`src/rtl/decoder_nx_seq.sv`:
```
// decoder_nx_seq: registered 1-of-2^SEL_W decoder with enable.
// Modes: DECODE (continuous decode of sel), PULSE (one output cycle per
// sampled load), SCAN (walking one with a programmable dwell per output).
//
// state    | meaning
// ---------+-------------------------------------------------------------
// ST_IDLE  | outputs off: after reset, en low, mode 11, or SCAN not running
// ST_DECODE| mode 00: d follows sel one cycle later
// ST_PULSE | mode 01: d shows sel for the cycle after each sampled load
// ST_SCAN  | mode 10 with a scan in progress; idx walks, dwell_cnt counts
module decoder_nx_seq #(
  parameter int SEL_W     = 2,
  parameter int DWELL     = 1,
  parameter bit SCAN_WRAP = 1'b0
) (
  input  logic                  clk,
  input  logic                  rst_n,
  input  logic                  en,
  input  logic [1:0]            mode,
  input  logic [SEL_W-1:0]      sel,
  input  logic                  load,
  output logic [2**SEL_W-1:0]   d,
  output logic [SEL_W-1:0]      idx,
  output logic                  active,
  output logic                  scan_done
);

  localparam int OUTS  = 2**SEL_W;
  localparam int CNT_W = (DWELL > 1) ? $clog2(DWELL) : 1;
  localparam logic [CNT_W-1:0] DWELL_LAST = CNT_W'(DWELL - 1);
  localparam logic [SEL_W-1:0] IDX_LAST   = '1;

  localparam logic [1:0] MODE_DECODE = 2'b00;
  localparam logic [1:0] MODE_PULSE  = 2'b01;
  localparam logic [1:0] MODE_SCAN   = 2'b10;

  typedef enum logic [1:0] {
    ST_IDLE,
    ST_DECODE,
    ST_PULSE,
    ST_SCAN
  } state_t;

  state_t           state;
  logic [CNT_W-1:0] dwell_cnt;

  function automatic logic [OUTS-1:0] onehot(input logic [SEL_W-1:0] i);
    onehot    = '0;
    onehot[i] = 1'b1;
  endfunction

  // Single FSM: every output is registered here, so active tracks d exactly
  // and d is never more than one-hot. The scan step uses a rotate, which also
  // covers the OUTS-1 -> 0 wrap without a separate decode.
  always_ff @(posedge clk) begin
    if (!rst_n) begin
      d         <= '0;
      idx       <= '0;
      active    <= 1'b0;
      scan_done <= 1'b0;
      state     <= ST_IDLE;
      dwell_cnt <= '0;
    end else if (!en) begin
      // idx keeps the last active index; a running scan is dropped for good
      d         <= '0;
      active    <= 1'b0;
      scan_done <= 1'b0;
      state     <= ST_IDLE;
      dwell_cnt <= '0;
    end else begin
      scan_done <= 1'b0;
      case (mode)
        MODE_DECODE: begin
          d      <= onehot(sel);
          idx    <= sel;
          active <= 1'b1;
          state  <= ST_DECODE;
        end
        MODE_PULSE: begin
          state <= ST_PULSE;
          if (load) begin
            d      <= onehot(sel);
            idx    <= sel;
            active <= 1'b1;
          end else begin
            d      <= '0;
            active <= 1'b0;
          end
        end
        MODE_SCAN: begin
          if (state == ST_SCAN) begin
            // load and sel are ignored while a scan is running
            if (dwell_cnt != '0) begin
              dwell_cnt <= dwell_cnt - 1'b1;
            end else begin
              dwell_cnt <= DWELL_LAST;
              if (idx == IDX_LAST) begin
                scan_done <= 1'b1;
                if (SCAN_WRAP) begin
                  d   <= {d[OUTS-2:0], d[OUTS-1]};
                  idx <= '0;
                end else begin
                  d      <= '0;
                  active <= 1'b0;
                  state  <= ST_IDLE;
                end
              end else begin
                d   <= {d[OUTS-2:0], d[OUTS-1]};
                idx <= idx + 1'b1;
              end
            end
          end else if (load) begin
            d         <= onehot(sel);
            idx       <= sel;
            active    <= 1'b1;
            dwell_cnt <= DWELL_LAST;
            state     <= ST_SCAN;
          end else begin
            d      <= '0;
            active <= 1'b0;
            state  <= ST_IDLE;
          end
        end
        default: begin
          d      <= '0;
          active <= 1'b0;
          state  <= ST_IDLE;
        end
      endcase
    end
  end

endmodule

```
`config.mk`:
```
export PLATFORM = sky130hd
export DESIGN_NAME = decoder_nx_seq
export DESIGN_NICKNAME = d
export VERILOG_FILES = /design/src/rtl/decoder_nx_seq.sv
export SDC_FILE = /design/constraint.sdc
export NUM_CORES = 1
export LEC_CHECK = 0
export BUFFER_PORTS_ARGS = -buffer_cell sky130_fd_sc_hd__buf_4
export CAP_MARGIN = 10
export CORE_AREA = 2 2 39 41
export DETAILED_ROUTE_END_ITERATION = 10
export DIE_AREA = 0 0 41 43
export PLACE_DENSITY = 0.68
export SLEW_MARGIN = 30
export SYNTH_ARGS = -nofsm -noshare
export SYNTH_HDL_FRONTEND = slang
export SYNTH_SLANG_ARGS = --single-unit
export TNS_END_PERCENT = 50
```
`constraint.sdc`:
```
create_clock -name clk -period 2.5 [get_ports clk]
set_input_delay 0.125 -clock clk [delete_from_list [all_inputs] [get_ports clk]]
set_output_delay 0.125 -clock clk [all_outputs]
set_load 0.02 [all_outputs]
```
==> flow_metrics.tcl <==
set metrics [dict create \
    drv_slew 0 \
    grt_first_pass_wirelength_microns 1970 \
    die_y_microns 43 \
    netlist_instances 70 \
    dpl.hpwl_microns 996 \
    first_iter_violations 17 \
    p_sw_w 0.000102 \
    p_sw_share_pct 26.6 \
    netlist_area_sq_um 571 \
    antennaDiodeCount 0 \
    rsz0062_at_grt "false" \
    fin_area_sq_um 739 \
    ctsHoldBuffers 0 \
    critPathCaptureType "flip-flop" \
    viasPerCell 5.44 \
    timing.max_cap.violations 0 \
    grt_max_degree 9 \
    drc 0 \
    fin_crit_ns 1.26 \
    overflow 0 \
    min_period_over_period_pct 50.4 \
    syn_nets 84 \
    syn_to_final_growth_pct 29.6 \
    port_buffers 15 \
    tightest_slew_ns 0.309 \
    path_clk_slew_ns 0.07 \
    ys_warn_count 0 \
    top_usage_layer "met2" \
    cts_buffers 3 \
    antenna_found_initial 0 \
    ys_types 23 \
    route.detailed.wl_per_inst_microns 11.9 \
    critPathMaxFanout 6 \
    antenna_left 0 \
    finalClockSkew_ns 0.00488 \
    min_path_type "primary input to flip-flop" \
    timing_hold_violations_final 0 \
    max_clock_freq_ghz 0.793 \
    arrival_ns 1.42 \
    place_inst 101 \
    synth_seq_cells 10 \
    cts_root_buf "clkbuf_4" \
    pwr-share-clk_pct 38.4 \
    finalNonFillerCells 105 \
    p_leak_nw 0.345 \
    outcome "completed" \
    path_class "flip-flop to flip-flop" \
    crit_buf_inv 0 \
    gp_congestion 0.902 \
    vias 571 \
    cts_tree "built" \
    ios 16 \
    crit_required_ns 2.66 \
    final-setup-viol-count 0 \
    slew_headroom_pct 79.4 \
    avgSynthCellArea_sq_um 8.15 \
    grtUsageMet3_pct 4.19 \
    p_int_w 0.000282 \
    cpPeakStageDelay_ns 0.44 \
    slowest_stage "dfxtp_1" \
    insertion_delay_ns 0.27 \
    cp_top_family "flip-flops" \
    crit_chain "ha_1, nand4_1, and3b_1, o211ai_1, o22ai_1" \
    grt_usage_pct 16.4 \
    worst_setup_path_start_kind "flip-flop" \
    initial_core_util_pct 41.2 \
    cts_max_level 1 \
    die-area_sq_mm 0.00176 \
    drive_gt1_share_pct 28.1 \
    final_net_count 104 \
    place_area_sq_um 703 \
    comb_power_share_pct 17.2 \
    fin_tns_setup_ns 0 \
    use_met1_pct 20.3 \
    ir_drop_v 0.000241 \
    power.density_mw_per_mm2 519 \
    rows 14 \
    core_sq_mm 0.00138 \
    p_seq_share_pct 44.3 \
    routed_wl_microns 1250 \
    met2_usage_pct 23.4 \
    firstDrtPassIters 4 \
    clockBufferDepth 2 \
    post_cts_buffers 0 \
    die_x_microns 41 \
    ys_seq_area_share_pct 35.1 \
    numClockSinks 10 \
    grt_pass1_vias 464 \
    cts.repair.resized 0 \
]
-- per-layer routing --
layer	wire, microns	part of all wire (%)
met4	42	3.4
met1	529	42
met3	84	6.7
met2	596	48
met5	0	0
-- worst register-to-register path: cells and delay by family, from the launching register on --
family | cells | cell delay, ns
DFF | 1 | 0.44
AOI/OAI and AO/OA | 2 | 0.20
and+or+nand+nor | 2 | 0.29
adders and majority gates | 1 | 0.21
-- state kept, by name, summed over array words and instances (netlist names) --
register and flops:
d 4, idx 2, state 2, active 1
scan_done 1
-- area by class of cell --
class,instances,area (sq um)
fill,128,644
multi-input combinational,56,355
sequential,10,200
timing repair buffer,15,113
clock buffer,4,36.3
tap,16,20.0
inverter,4,15.0
-- kinds of logic after synthesis --
logic type	after synthesis	share of synthesized area, %
adders and majority gates	6	13.2
DFF	10	35.1
muxes	2	3.51
buffers and inverters	4	2.63
AOI/OAI and AO/OA	20	20.6
and+or+nand+nor	28	25.0
-- cell usage after synthesis (all sizes together) --
master / count / area share (%)
a21o: 1 / 1.3
a21oi: 6 / 5.9
and3: 1 / 1.1
and3b: 1 / 1.5
dfxtp: 10 / 35
ha: 6 / 13
inv: 4 / 2.6
mux2i: 2 / 3.5
nand2: 9 / 6.4
nand3: 8 / 7.0
nand4: 2 / 2.2
nor2: 5 / 3.7
o211ai: 1 / 1.3
o21ai: 9 / 8.6
o21bai: 1 / 1.3
o22ai: 2 / 2.2
or2: 1 / 1.1
or4: 1 / 2.0
-- final timing paths --
check        startpoint        end  slack (ns)  depth (start not counted)
max reg2reg      idx[0]     idx[0]        1.24                          5
min                  en  scan_done        0.13                          3
min reg2reg        d[1]       d[2]        0.47                          2
max              idx[0]     idx[0]        1.24                          5
-- power by group through the flow --
stage / clock [W] / combinational, W / sequential [W]
after floorplan: 0 / 0.0000325 / 0.000177
after global placement: 0 / 0.0000654 / 0.000173
after detailed placement: 0 / 0.0000662 / 0.000174
after CTS: 0.000150 / 0.0000664 / 0.000170
after global routing: 0.000157 / 0.0000734 / 0.000171
final: 0.000148 / 0.0000662 / 0.000170
-- stage by stage --
| step | util [%] | setup slack (ns) | power [W] | hold WS [ns] |
|---|---|---|---|---|
| global route | 53.4 | 1.12 | 0.000402 | 0.153 |
| floorplan | - | 1.22 | 0.000210 | 0.251 |
| detailed placement | 50.8 | 1.20 | 0.000240 | 0.412 |
| global placement | 50.8 | 1.19 | 0.000239 | 0.414 |
| finish | 53.4 | 1.24 | 0.000384 | 0.132 |
| CTS | 53.4 | 1.24 | 0.000387 | 0.126 |
-- placed cells by master, fill, tap and decap left out, drive strengths merged --
| cell type | Yosys | layout |
|---|---|---|
| and3 | 1 | 1 |
| inv | 4 | 4 |
| nor2 | 5 | 5 |
| dfxtp | 10 | 10 |
| nand4 | 2 | 2 |
| clkbuf | 0 | 4 |
| o21bai | 1 | 1 |
| or4 | 1 | 1 |
| o211ai | 1 | 1 |
| a21oi | 6 | 6 |
| mux2i | 2 | 2 |
| nand2 | 9 | 9 |
| o21ai | 9 | 9 |
| ha | 6 | 6 |
| a21o | 1 | 1 |
| nand3 | 8 | 8 |
| buf | 0 | 15 |
| and3b | 1 | 1 |
| o22ai | 2 | 2 |
| or2 | 1 | 1 |
Power figures use the tool's default switching activity.
